--- src/rtl/sseg_capture_if.sv ---
// Multiplexed seven-segment display bus: two displays, one-cold anodes,
// active-low segments with the decimal point on bit 7.
interface sseg_capture_if;
  logic [3:0] D1_AN;
  logic [3:0] D2_AN;
  logic [7:0] D1_SEG;
  logic [7:0] D2_SEG;

  modport master (output D1_AN, D2_AN, D1_SEG, D2_SEG);
  modport slave  (input  D1_AN, D2_AN, D1_SEG, D2_SEG);
endinterface

--- src/rtl/sseg_capture.sv ---
// Seven-segment bus capture: rebuilds HEX0..7/dpoints from the scanned display bus.
// Optional malformed-scan detection enabled by defining SSEG_CAPTURE_ERR_EN.
module sseg_capture_lane (
  input  logic       clk,
  input  logic       reset,
  input  logic       ld_i,
  input  logic       clr_i,
  input  logic [7:0] seg_i,
  output logic [6:0] hex_o,
  output logic       dp_o,
  output logic       vld_o
);
  logic [6:0] hex_q;
  logic       dp_q;
  logic       vld_q;

  always_ff @(posedge clk) begin
    if (reset) begin
      hex_q <= 7'h7F;
      dp_q  <= 1'b0;
      vld_q <= 1'b0;
    end else if (ld_i) begin
      hex_q <= seg_i[6:0];
      dp_q  <= ~seg_i[7];
      vld_q <= 1'b1;
    end else if (clr_i) begin
      vld_q <= 1'b0;
    end
  end

  assign hex_o = hex_q;
  assign dp_o  = dp_q;
  assign vld_o = vld_q;
endmodule

module sseg_capture #(
  parameter int unsigned SETTLE_CYCLES  = 16,
  parameter int unsigned TIMEOUT_CYCLES = 200_000
) (
  input  logic          clk,
  input  logic          reset,
  sseg_capture_if.slave bus,
  output logic [6:0]    HEX0,
  output logic [6:0]    HEX1,
  output logic [6:0]    HEX2,
  output logic [6:0]    HEX3,
  output logic [6:0]    HEX4,
  output logic [6:0]    HEX5,
  output logic [6:0]    HEX6,
  output logic [6:0]    HEX7,
  output logic [7:0]    dpoints,
  output logic [7:0]    digit_valid,
  output logic          frame_done,
  output logic          scan_error,
  output logic          stale
);
  localparam int unsigned WD_W       = $clog2(TIMEOUT_CYCLES + 1);
  localparam logic [7:0]  SETTLE_TOP = 8'(SETTLE_CYCLES);
  localparam logic [WD_W-1:0] WD_TERM = WD_W'(TIMEOUT_CYCLES);

  logic [23:0]       bus_w, in_q;
  logic [7:0]        settle_q, settle_d;
  logic [WD_W-1:0]   wd_q, wd_d;
  logic [3:0]        seen_q, seen_d;
  logic              frame_q, frame_d;
  logic              stale_q, stale_d;
  logic              err_q, err_d;

  logic [3:0]        an1, an2;
  logic [1:0][7:0]   seg_sel;
  logic              chg, settle_pt, one_cold, cap, wd_hit;
  logic [1:0]        idx;
  logic [3:0]        dec;
  logic [7:0][6:0]   hex;

  assign bus_w   = {bus.D1_AN, bus.D2_AN, bus.D1_SEG, bus.D2_SEG};
  assign an1     = in_q[23:20];
  assign an2     = in_q[19:16];
  assign seg_sel = {in_q[15:8], in_q[7:0]};

  // settle point: the bus has been stable for SETTLE_CYCLES edges after in_q took it
  assign chg       = (bus_w != in_q);
  assign settle_pt = !chg && (settle_q == SETTLE_TOP - 8'd1);
  assign one_cold  = (an1 == an2) && ($countones(~an1) == 1);
  assign cap       = settle_pt && one_cold;
  assign wd_hit    = !cap && (wd_q == WD_TERM - 1'b1);

  always_comb begin
    idx = '0;
    for (int i = 0; i < 4; i++)
      if (!an2[i]) idx = 2'(i);
  end
  assign dec = 4'b0001 << idx;

  always_comb begin
    settle_d = chg ? 8'd0 : ((settle_q == SETTLE_TOP) ? settle_q : settle_q + 8'd1);
    wd_d     = wd_q;
    seen_d   = seen_q;
    frame_d  = 1'b0;
    stale_d  = stale_q;
    if (cap) begin
      wd_d    = '0;
      stale_d = 1'b0;
      if ((seen_q | dec) == 4'hF) begin
        frame_d = 1'b1;
        seen_d  = 4'h0;
      end else begin
        seen_d  = seen_q | dec;
      end
    end else if (wd_q != WD_TERM) begin
      wd_d = wd_q + 1'b1;
      if (wd_hit) begin
        stale_d = 1'b1;
        seen_d  = 4'h0;
      end
    end
  end

`ifdef SSEG_CAPTURE_ERR_EN
  logic multi0;
  assign multi0 = ($countones(~an1) > 1) || ($countones(~an2) > 1);
  always_comb err_d = err_q | (settle_pt & ((an1 != an2) | multi0));
`else
  always_comb err_d = 1'b0;
`endif

  always_ff @(posedge clk) begin
    if (reset) begin
      in_q     <= '0;
      settle_q <= '0;
      wd_q     <= '0;
      seen_q   <= '0;
      frame_q  <= 1'b0;
      stale_q  <= 1'b0;
      err_q    <= 1'b0;
    end else begin
      in_q     <= bus_w;
      settle_q <= settle_d;
      wd_q     <= wd_d;
      seen_q   <= seen_d;
      frame_q  <= frame_d;
      stale_q  <= stale_d;
      err_q    <= err_d;
    end
  end

  // lanes 0..3 come from display 2, lanes 4..7 from display 1
  for (genvar k = 0; k < 8; k++) begin : g_lane
    sseg_capture_lane u_lane (
      .clk   (clk),
      .reset (reset),
      .ld_i  (cap && (idx == 2'(k % 4))),
      .clr_i (wd_hit),
      .seg_i (seg_sel[k / 4]),
      .hex_o (hex[k]),
      .dp_o  (dpoints[k]),
      .vld_o (digit_valid[k])
    );
  end

  assign HEX0 = hex[0];
  assign HEX1 = hex[1];
  assign HEX2 = hex[2];
  assign HEX3 = hex[3];
  assign HEX4 = hex[4];
  assign HEX5 = hex[5];
  assign HEX6 = hex[6];
  assign HEX7 = hex[7];

  assign frame_done = frame_q;
  assign scan_error = err_q;
  assign stale      = stale_q;
endmodule

--- src/flat_wrapper.sv ---
// flat-port wrapper written by rule: the top's interface ports become plain ports
module sseg_capture_flat 
#(
  parameter int unsigned SETTLE_CYCLES  = 16,
  parameter int unsigned TIMEOUT_CYCLES = 200_000
)
  (clk, reset, HEX0, HEX1, HEX2, HEX3, HEX4, HEX5, HEX6, HEX7, dpoints, digit_valid, frame_done, scan_error, stale, bus_D1_AN, bus_D2_AN, bus_D1_SEG, bus_D2_SEG);
  sseg_capture_if bus_i ();
  input  logic clk;
  input  logic reset;
  output logic [6:0] HEX0;
  output logic [6:0] HEX1;
  output logic [6:0] HEX2;
  output logic [6:0] HEX3;
  output logic [6:0] HEX4;
  output logic [6:0] HEX5;
  output logic [6:0] HEX6;
  output logic [6:0] HEX7;
  output logic [7:0] dpoints;
  output logic [7:0] digit_valid;
  output logic frame_done;
  output logic scan_error;
  output logic stale;
  input wire logic [$bits(bus_i.D1_AN)-1:0] bus_D1_AN;
  input wire logic [$bits(bus_i.D2_AN)-1:0] bus_D2_AN;
  input wire logic [$bits(bus_i.D1_SEG)-1:0] bus_D1_SEG;
  input wire logic [$bits(bus_i.D2_SEG)-1:0] bus_D2_SEG;
  assign bus_i.D1_AN = bus_D1_AN;
  assign bus_i.D2_AN = bus_D2_AN;
  assign bus_i.D1_SEG = bus_D1_SEG;
  assign bus_i.D2_SEG = bus_D2_SEG;
  sseg_capture #(.SETTLE_CYCLES(SETTLE_CYCLES), .TIMEOUT_CYCLES(TIMEOUT_CYCLES)) u_core (.clk(clk), .reset(reset), .bus(bus_i), .HEX0(HEX0), .HEX1(HEX1), .HEX2(HEX2), .HEX3(HEX3), .HEX4(HEX4), .HEX5(HEX5), .HEX6(HEX6), .HEX7(HEX7), .dpoints(dpoints), .digit_valid(digit_valid), .frame_done(frame_done), .scan_error(scan_error), .stale(stale));
endmodule
--- config.mk ---
export PLATFORM = sky130hd
export DESIGN_NAME = sseg_capture_flat
export DESIGN_NICKNAME = d
export VERILOG_FILES = /design/src/rtl/sseg_capture_if.sv /design/src/rtl/sseg_capture.sv /design/src/flat_wrapper.sv
export SDC_FILE = /design/constraint.sdc
export NUM_CORES = 1
export LEC_CHECK = 0
export BUFFER_PORTS_ARGS = -buffer_cell sky130_fd_sc_hd__buf_2
export CAP_MARGIN = 20
export CELL_PAD_IN_SITES_DETAIL_PLACEMENT = 0
export CELL_PAD_IN_SITES_GLOBAL_PLACEMENT = 1
export CORE_ASPECT_RATIO = 0.8
export CORE_MARGIN = 2
export CORE_UTILIZATION = 35
export CTS_CLUSTER_SIZE = 8
export DETAILED_ROUTE_END_ITERATION = 10
export PLACE_DENSITY_LB_ADDON = 0.1
export SLEW_MARGIN = 25
export SYNTH_ARGS = -nofsm -noshare
export SYNTH_HDL_FRONTEND = slang
export SYNTH_SLANG_ARGS = --single-unit
--- constraint.sdc ---
create_clock -name clk -period 3.65 [get_ports clk]
set_input_delay 0.1825 -clock clk [delete_from_list [all_inputs] [get_ports clk]]
set_output_delay 0.1825 -clock clk [all_outputs]
set_load 0.02 [all_outputs]
==> results of run 1 <==
==> path summary, 6_finish.rpt <==
| path | endpoint | startpoint | slack [ns] | cells after the start |
|---|---|---|---|---|
| max | u_core.g_lane[4].u_lane.hex_o[6] | u_core.in_q[20] | 0.24 | 12 |
| min | u_core.in_q[0] | bus_D2_SEG[0] | 0.01 | 2 |
| max reg2reg | u_core.g_lane[4].u_lane.hex_o[6] | u_core.in_q[20] | 0.24 | 12 |
| min reg2reg | u_core.stale | u_core.stale | 0.46 | 2 |
==> through the flow <==
step           hold slack (ns)  instances  power (uW)
6_report               0.01459        843        3231
5_1_grt                0.01026        843        3354
4_1_cts              0.0006958        841        3279
3_5_place_dp            0.4237        805        1566
3_3_place_gp            0.4200        805        1565
2_1_floorplan           0.3107        547        1508
==> cell usage after synthesis, types with 7 or more instances <==
| master | n |
|---|---|
| xor2_1 | 13 |
| buf_4 | 17 |
| clkbuf_1 | 17 |
| nand4_1 | 15 |
| nand2_1 | 16 |
| nor2_1 | 106 |
| nand3_1 | 10 |
| dfxtp_1 | 124 |
| xnor2_1 | 38 |
| mux2i_1 | 66 |
| ha_1 | 7 |
| inv_1 | 12 |
| nor3_1 | 10 |
| nand2b_1 | 11 |
| nor2b_1 | 30 |
==> power groups by stage <==
stage	logic, uW	registers [uW]	clock network (uW)
floorplan	95.5	1410	0
global placement	149	1420	0
detailed placement	150	1420	0
CTS	155	1390	1740
global route	171	1390	1790
finish	151	1390	1690
==> flip-flops by register name, indices dropped and copies added, names as in the netlist <==
name / count
u_core.stale: 1
u_core.g_lane.u_lane.hex_o: 56
u_core.frame_done: 1
u_core.settle_q: 8
u_core.in_q: 24
u_core.g_lane.u_lane.dp_o: 8
u_core.wd_q: 18
u_core.g_lane.u_lane.vld_o: 4
u_core.seen_q: 4
==> critical path: stages, from the launching register on <==
cell,delay [ns]
dfxtp_1,0.32
inv_1,0.05
ha_1,0.28
ha_1,0.22
fa_1,0.46
or4b_1,0.53
or4b_1,0.59
nor4_4,0.14
buf_4,0.18
buf_4,0.11
nand3_2,0.08
buf_12,0.17
mux2i_1,0.12
==> timing repair <==
action	4_1_cts	5_1_grt
hold buffers	4	0
gates resized for setup	0	1
buffers inserted	0	2
endpoints found under the setup margin	0	66
hold endpoints to repair	4	0
==> layer usage <==
metal | GRT usage (%) | wire length [um]
met1 | 23.78 | 6336
met2 | 23.77 | 5407
met3 | 4.534 | 660
met4 | 5.600 | 117
met5 | 0 | 0
==> cell families (layout without fill, tap and decap cells) <==
group	Yosys count	count (layout)	synth area share (%)
simple gates	224	224	21.30
flops	124	124	47.27
mux	66	66	12.58
buf+inv	57	164	6.004
xor+xnor	51	51	8.506
compound gates	16	16	2.216
fa+ha+maj	8	8	2.049
other cells	1	1	0.07141
==> final cells by class <==
class                      instances  area share (%)
inverter                          12          0.6891
sequential                       124           37.98
multi-input combinational        366           37.54
clock buffer                      18           6.719
timing repair buffer             120           11.01
tap                              189           3.618
clock inverter                    14           2.450
==> layout by cell type (no fill, tap or decap), drive strengths merged, types with 2 or more instances in the layout <==
cell type,Yosys,layout
nor3,10,10
clkinv,0,4
clkbuf,17,18
o21ai,2,2
nor4,5,5
nand4,15,15
nand2b,11,11
bufinv,0,2
dfxtp,124,124
xor2,13,13
ha,7,7
mux2i,66,66
inv,12,17
dlygate4sd3,0,4
buf,28,116
nand3,11,11
or3,2,2
or4b,2,2
nor2,106,106
o2111ai,2,2
nand3b,2,2
and4,2,2
xnor2,38,38
and3,5,5
or2,3,3
nand2,16,16
a21oi,3,3
clkinvlp,0,3
nor2b,30,30
a2111o,2,2
o22ai,3,3
==> out/results.txt, run 1 <==
Avg WL per Cell = 14.85 um
Reg power frac = 42.9%
Die Ht = 113.6 um
transition time of the tightest slew-check pin = 0.8711 ns
final setup fails = 0
post-route ant nets = 0
die extent in x = 140.9 um
clock network power share = 52.4%
Max-Cap Viols = 0
EDFF count, synth = 0
DP HPWL = 9042 um
headroom to the max-slew limit = 41.75%
Multi-input gate area = 2454 um2
CP arrival = 3.69 ns
Port Buffer Count = 99
Root Driver = clkbuf_16
Starting Density = 35.33%
layout cell share with drive strength beyond 1 = 23.55%
Hold Path Class = in2reg
vias in the first global route = 3861
Row Count = 40
number of CTS-inserted buffers = 17
register area = 2482 um2
Core Util, Final = 43.97%
TNS Setup = 0 ns
Post-Syn Instances = 547
Tcrit/Tclk final = 93.53%
fin crit period = 3.414 ns
P_sw = 757.7 uW
vias per inst = 4.650
status = complete, no violations
final worst slack = 0.2362 ns
syn_nets = 581
core area = 14860 um2
worst slack at placement = 0.05413 ns
DRT iter0 DRCs = 154
Crit Path Max Fanout = 16
Final Hold Viols = 0
Tot GR Track Use = 16.50%
ys flop type = dfxtp_1
fmax = 292.9 MHz
Detailed Routing Iterations Pass 1 = 4
fillers = 1479
clock skew = 0.01037 ns
final wirelength = 12520 um
n_diodes = 0
share of the synthesized area in the top cell type = 47.27%
Syn Std Cell Area = 5251 um2
ys async rst share = 0%
vias = 3920
Setup CP Type = reg2reg
CTS tree = done
Synth cell types = 43
Logic pwr share = 4.7%
# IOs = 101
Synth area leader = dfxtp_1
antenna violations before repair = 0
largest net degree at the start of global routing = 88
Req. time, crit path = 3.93 ns
Leak = 0.002953 uW
synthesis-to-finish area growth = 24.47%
design area = 6536 um2
Worst-Skew Late Latency = 0.41 ns
Final #Nets = 675
pwr dens = 494.4 nW/um2
RSZ-0062 raised after global routing = no
VDD IR max = 0.3708 mV
CP Launch Type = flip-flop
first-pass GRT wire length = 20370 um
DRC Markers = 0
routability cong. = 0.7842
synth warn = 0
CTS Sinks = 124
Die Area = 16010 um2
sw frac = 23.45%
Clock transition at path regs = 0.06 ns
sequential fraction of the synthesis area = 47.27%
global route total overflow = 0
Final Max Tran Viols = 0
Seq cells post-synth = 124
H-tree levels = 4
top post-synthesis cells by area = dfxtp_1, mux2i_1, nor2_1
crit path capture type = flip-flop
maximum clock insertion buffer count = 2
Pint = 2474 uW
syn_area_per_cell = 9.600 um2
DP Area = 5878 um2
No activity file was read; power rests on OpenSTA's default activity.
==> run 2: changes to the inputs <==
--- a/config.mk
+++ b/config.mk
@@ -6,7 +6,6 @@
 export NUM_CORES = 1
 export LEC_CHECK = 0
 export BUFFER_PORTS_ARGS = -buffer_cell sky130_fd_sc_hd__buf_2
-export CAP_MARGIN = 20
 export CELL_PAD_IN_SITES_DETAIL_PLACEMENT = 0
 export CELL_PAD_IN_SITES_GLOBAL_PLACEMENT = 1
 export CORE_ASPECT_RATIO = 0.8
@@ -14,7 +13,7 @@
 export CORE_UTILIZATION = 35
 export CTS_CLUSTER_SIZE = 8
 export DETAILED_ROUTE_END_ITERATION = 10
-export PLACE_DENSITY_LB_ADDON = 0.1
+export PLACE_DENSITY = 0.83
 export SLEW_MARGIN = 25
 export SYNTH_ARGS = -nofsm -noshare
 export SYNTH_HDL_FRONTEND = slang
==> run 2 against run 1 <==
  * Sequential power about the same
  * Final area decreased by 0.11%
  * Critical endpoint is now u_core.wd_q[8]
  * Largest power group unchanged
  * Cell count decreased by 0.47%
  * Worst setup slack got worse by 0.078 ns
==> out/results.txt, run 2 (same netlist as run 1, synthesis figures left out) <==
status = complete, no violations
first-pass GRT wire length = 18950 um (-7.0%)
VDD IR max = 0.3916 mV (+5.6%)
Final #Nets = 670 (-0.74%)
Setup CP Type = reg2reg
DRC Markers = 0 (unchanged)
Tot GR Track Use = 15.07% (-1.4 points)
final setup fails = 0 (unchanged)
layout cell share with drive strength beyond 1 = 23.57% (+0.027 points)
RR Startpoint = u_core.in_q[22]
Critical Path End = u_core.wd_q[8]
final wirelength = 12020 um (-4.0%)
CP Launch Type = flip-flop
Core Util, Final = 43.92% (-0.050 points)
Detailed Routing Iterations Pass 1 = 4 (unchanged)
Avg WL per Cell = 14.33 um (-3.5%)
fin crit period = 3.492 ns (+0.07833 ns)
number of CTS-inserted buffers = 17 (unchanged)
Bufs and invs on worst path = 3 (-1)
crit path capture type = flip-flop
R2R cell count = 11 (-1)
Crit path largest cell delay = 0.59 ns (about the same)
register area = 2482 um2 (unchanged)
RSZ-0062 raised after global routing = no
DP HPWL = 8682 um (-4.0%)
post-route ant nets = 0 (unchanged)
commonest non-fill, non-tap cell in the layout = dfxtp_1
final cell count without fillers = 839 (-0.47%)
H-tree levels = 4 (unchanged)
Leak = 0.002946 uW (-0.23%)
Req. time, crit path = 3.95 ns (+0.02 ns)
Reg power frac = 40.7% (-2.2 points)
routability cong. = 0.7463 (-4.8%)
commonest non-fill, non-tap cells in the layout = dfxtp_1, nor2_1, buf_2
Worst-Skew Late Latency = 0.41 ns (about the same)
Port Buffer Count = 99 (unchanged)
fillers = 1429 (-3.4%)
worst slack at placement = 0.1053 ns (+0.05119 ns)
die extent in x = 140.9 um (unchanged)
Root Driver = clkbuf_16
crit-path cells = inv_1, ha_1, ha_1, fa_1, or4b_1, or4b_1, nor4_4, buf_4, a21o_1, buf_12, nor2_1
Starting Density = 35.33% (unchanged)
Hold Path Class = in2reg
P_sw = 722.3 uW (-4.7%)
Setup crit start = u_core.in_q[22]
# IOs = 101 (unchanged)
Row Count = 40 (unchanged)
transition time of the tightest slew-check pin = 0.8521 ns (-0.01899 ns)
Pint = 2686 uW (+8.6%)
max reg flops = 56 (unchanged)
sw frac = 21.19% (-2.3 points)
headroom to the max-slew limit = 43.02% (+1.3 points)
worst r2r dst = u_core.wd_q[8]
DRT iter0 DRCs = 110 (-29%)
Max-Cap Viols = 0 (unchanged)
Clock transition at path regs = 0.06 ns (about the same)
Die Area = 16010 um2 (unchanged)
Die Ht = 113.6 um (unchanged)
global route total overflow = 0 (unchanged)
postcts setup bufs = 0 (unchanged)
maximum clock insertion buffer count = 2 (unchanged)
Final Max Tran Viols = 0 (unchanged)
Crit Path Max Fanout = 19 (+3)
vias = 3970 (+1.3%)
CTS Hold Buffers Added = 0 (-4)
CTS Sinks = 124 (unchanged)
CP max-delay cell = or4b_1
Reg2Reg Setup Slack = 0.16 ns (-0.08 ns)
antenna violations before repair = 0 (unchanged)
Tcrit/Tclk final = 95.68% (+2.1 points)
CP arrival = 3.80 ns (+0.11 ns)
clock network power share = 55.1% (+2.7 points)
dpl cells = 806 (+0.12%)
Crit path depth = 11 (-1)
vias in the first global route = 3805 (-1.5%)
critical path's top delay family = simple AND/OR/NAND/NOR gates
TNS Setup = 0 ns (unchanged)
post_cts resized = 0 (unchanged)
synthesis-to-finish area growth = 24.33%
fmax = 286.4 MHz (-2.2%)
CTS tree = done
core area = 14860 um2 (unchanged)
Final Hold Viols = 0 (unchanged)
final worst slack = 0.1578 ns (-0.07833 ns)
largest net degree at the start of global routing = 64 (-27%)
pwr dens = 522.1 nW/um2 (+5.6%)
vias per inst = 4.732 (+1.8%)
Multi-input gate area = 2454 um2 (unchanged)
clock skew = 0.007497 ns (-0.002873 ns)
Logic pwr share = 4.2% (-0.5 points)
==> run 2: cell types whose count changed in the layout (fill, tap and decap cells not counted), moves of 2 or more <==
cell           previous run  this run
dlygate4sd3_1             4         0
bufinv_16                 2         5
buf_12                    4         2
buf_4                    13        15
inv_6                     4         2
==> run 2: layout make-up <==
class	count	area share (%)
flip-flops and latches	124	38.02
well taps	189	3.622
multi-input cells	366	37.58
clock buffers	19	6.938
diodes	1	0.03833
inverters	12	0.6899
repair buffers	115	9.851
clock inverters	13	3.258
==> run 2: power groups by stage <==
| stage | Clock [uW] | Combinational (uW) | Sequential [uW] |
|---|---|---|---|
| after global routing | 1970 | 160 | 1390 |
| after global placement | 0 | 142 | 1410 |
| after floorplan | 0 | 95.5 | 1410 |
| final | 1880 | 145 | 1390 |
| after detailed placement | 0 | 145 | 1420 |
| after CTS | 1910 | 147 | 1390 |
==> run 2: how the worst min path moves through the flow <==
stage / start / cells after the start / end / slack [ns]
2_1_floorplan: bus_D2_SEG[0] / 1 / u_core.in_q[0] / 0.31
3_3_place_gp: bus_D2_SEG[1] / 2 / u_core.in_q[1] / 0.42
3_5_place_dp: bus_D2_SEG[1] / 2 / u_core.in_q[1] / 0.43
4_1_cts: bus_D1_SEG[5] / 2 / u_core.in_q[13] / 0.006
5_1_grt: bus_D2_SEG[1] / 2 / u_core.in_q[1] / 0.01
6_report: bus_D1_SEG[0] / 2 / u_core.in_q[8] / 0.01
==> run 2: stage by stage <==
stage          hold WS (ns)  area [um2]  power, uW
2_1_floorplan        0.3107        5251       1508
3_3_place_gp         0.4232        5861       1557
3_5_place_dp         0.4289        5861       1561
4_1_cts            0.005637        6526       3443
5_1_grt             0.01431        6526       3515
6_report            0.01436        6529       3409
==> run 2: per-layer routing <==
layer / track usage (%) / part of all wire, %
met5: 0 / 0
met4: 5.733 / 1.3
met3: 3.233 / 4.3
met2: 24.36 / 45
met1: 19.91 / 49
==> run 3: changes to the inputs <==
--- a/config.mk
+++ b/config.mk
@@ -5,7 +5,7 @@
 export SDC_FILE = /design/constraint.sdc
 export NUM_CORES = 1
 export LEC_CHECK = 0
-export BUFFER_PORTS_ARGS = -buffer_cell sky130_fd_sc_hd__buf_2
+export ABC_AREA = 1
 export CELL_PAD_IN_SITES_DETAIL_PLACEMENT = 0
 export CELL_PAD_IN_SITES_GLOBAL_PLACEMENT = 1
 export CORE_ASPECT_RATIO = 0.8
@@ -13,7 +13,9 @@
 export CORE_UTILIZATION = 35
 export CTS_CLUSTER_SIZE = 8
 export DETAILED_ROUTE_END_ITERATION = 10
-export PLACE_DENSITY = 0.83
+export DONT_BUFFER_PORTS = 1
+export PLACE_DENSITY = 0.78
+export SETUP_SLACK_MARGIN = 0.15
 export SLEW_MARGIN = 25
 export SYNTH_ARGS = -nofsm -noshare
 export SYNTH_HDL_FRONTEND = slang
==> run 3 against run 2 <==
  * Flip-flop and latch count unchanged
  * Wire length rose by 14%
  * Final area decreased by 4.2%
  * Total power fell by 5.9%
  * Largest cell class unchanged
  * Count of clock-buffer cells in the layout is 2 lower
  * Critical path depth rose by 2
  * Non-clock buffer count decreased by 85
==> out/results.txt, run 3 <==
VDD IR max = 0.3326 mV (-15%)
Port Buffer Count = 0 (-100%)
most frequent cell after synthesis = nand2_1
layout cell share with drive strength beyond 1 = 9.371% (-14 points)
crit-path cells = inv_2, ha_1, ha_1, fa_1, nor2_1, nand2_1, nor2_2, nand3_2, nor2_4, nand4_2, inv_2, nand2_1, nand3_1
global route total overflow = 0 (unchanged)
Final Max Tran Viols = 0 (unchanged)
routability cong. = 0.7813 (+4.7%)
Crit Path Max Fanout = 14 (-5)
number of CTS-inserted buffers = 17 (unchanged)
vias in the first global route = 3978 (+4.5%)
hold_sp = reset
CP Launch Type = flip-flop
largest net degree at the start of global routing = 54 (-16%)
transition time of the tightest slew-check pin = 0.5465 ns (-0.3056 ns)
first-pass GRT wire length = 21780 um (+15%)
EDFF count, synth = 0 (unchanged)
Synth cell types = 33 (-23%)
n_diodes = 0 (-1)
final worst slack = 0.6621 ns (+0.5042 ns)
top post-synthesis cells by area = dfxtp_1, nand2_1, nand3_1
vias per inst = 4.516 (-4.6%)
vias = 4322 (+8.9%)
commonest non-fill, non-tap cells in the layout = nand2_1, dfxtp_1, nor2_1
Setup crit start = u_core.in_q[20]
Leak = 0.002890 uW (-1.9%)
top post-synthesis cells by count = nand2_1, dfxtp_1, nor2_1, inv_1, nand3_1
Bufs and invs on worst path = 2 (-1)
post-route ant nets = 0 (unchanged)
Tcrit/Tclk final = 81.86% (-14 points)
CTS tree = done
Detailed Routing Iterations Pass 1 = 5 (+1)
Root Driver = clkbuf_16
synth warn = 0 (unchanged)
final wirelength = 13650 um (+14%)
Die Ht = 115.1 um (+1.3%)
Setup CP Type = reg2reg
sequential fraction of the synthesis area = 45.99% (-1.3 points)
critical path's top delay family = simple AND/OR/NAND/NOR gates
final setup fails = 0 (unchanged)
core area = 15060 um2 (+1.3%)
crit path capture type = flip-flop
clock skew = 0.01382 ns (+0.006321 ns)
DRC Markers = 0 (unchanged)
CTS Sinks = 124 (unchanged)
Synth area leader = dfxtp_1
Worst-Skew Late Latency = 0.41 ns (about the same)
Tot GR Track Use = 17.26% (+2.2 points)
Avg WL per Cell = 14.26 um (-0.48%)
RSZ-0062 raised after global routing = no
Final #Nets = 768 (+15%)
DRT iter0 DRCs = 328 (+200%)
Hold Path Class = in2reg
post_cts resized = 0 (unchanged)
# IOs = 101 (unchanged)
Post-Syn Instances = 725 (+33%)
pwr dens = 512.9 nW/um2 (-1.8%)
worst slack at placement = 0.6955 ns (+0.5902 ns)
Row Count = 40 (unchanged)
fillers = 1536 (+7.5%)
fmax = 334.7 MHz (+17%)
max reg flops = 56 (unchanged)
antenna violations before repair = 0 (unchanged)
Clock transition at path regs = 0.06 ns (about the same)
TNS Setup = 0 ns (unchanged)
syn_area_per_cell = 7.445 um2 (-22%)
fin crit period = 2.988 ns (-0.5042 ns)
DP HPWL = 9466 um (+9.0%)
maximum clock insertion buffer count = 2 (unchanged)
Starting Density = 35.83% (+0.50 points)
die extent in x = 142.8 um (+1.3%)
Final Hold Viols = 0 (unchanged)
Syn Std Cell Area = 5398 um2 (+2.8%)
share of the synthesized area in the top cell type = 45.99% (-1.3 points)
syn_nets = 759 (+31%)
H-tree levels = 4 (unchanged)
RR Startpoint = u_core.in_q[20]
Crit path largest cell delay = 0.47 ns (-0.12 ns)
Req. time, crit path = 3.99 ns (+0.04 ns)
Seq cells post-synth = 124 (unchanged)
CP arrival = 3.33 ns (-0.47 ns)
synthesis-to-finish area growth = 15.90%
CP max-delay cell = fa_1
ys flop type = dfxtp_1
postcts setup bufs = 0 (unchanged)
CTS Hold Buffers Added = 25 (+25)
ys async rst share = 0% (unchanged)
status = complete, no violations
headroom to the max-slew limit = 63.57% (+21 points)
Die Area = 16440 um2 (+2.7%)
commonest non-fill, non-tap cell in the layout = nand2_1
Max-Cap Viols = 0 (unchanged)
run 3: logic make-up after synthesis:
family                     share of synthesized area (%)
DFF                                                45.99
other                                            0.06947
and+or+nand+nor                                    33.01
xor gates and xnor gates                           4.706
AOI/OAI and AO/OA                                  2.759
buffers and inverters                              11.47
adders and majority gates                          1.993
run 3: path summary, 6_finish.rpt:
check                                                   endpoint  slack (ns)  cells after the start
worst max-delay path            u_core.g_lane[7].u_lane.hex_o[1]        0.66                     13
worst min-delay path                            u_core.seen_q[0]        0.03                      2
worst max register to register  u_core.g_lane[7].u_lane.hex_o[1]        0.66                     13
worst min register to register                  u_core.seen_q[1]        0.48                      2
run 3: layout make-up:
class                   instances  area [um2]  share of cell area [%]
multi-input cells             474        2296                   36.70
repair buffers                 30       297.8                   4.760
clock buffers                  17       425.4                   6.800
clock inverters                15       165.2                   2.640
flip-flops and latches        124        2482                   39.68
inverters                      87       326.6                   5.220
well taps                     210       262.8                   4.200
run 3: per-layer routing:
metal  track usage (%)  vias to the layer above  wire length (um)
met2             23.21                      136              5491
met1             25.65                     1939              6956
met5                 0                        -                 0
met3             5.873                        4              1119
li1                  -                     2243                 -
met4             5.413                        0                82
run 3: where the power goes:
group | internal, uW | switching (uW)
clock network | 1020 | 665
logic | 56.5 | 70.9
registers | 1370 | 29.5
run 3: through the flow:
stage / utilization, % / hold slack (ns) / std cells / power (uW) / area (um2)
floorplan: - / 0.2895 / 725 / 1504 / 5398
global placement: 35.88 / 0.2611 / 900 / 1528 / 5405
detailed placement: 35.88 / 0.2636 / 900 / 1527 / 5405
CTS: 41.53 / 0.02715 / 957 / 3237 / 6256
global route: 41.53 / 0.03404 / 957 / 3327 / 6256
finish: 41.53 / 0.02743 / 957 / 3209 / 6256
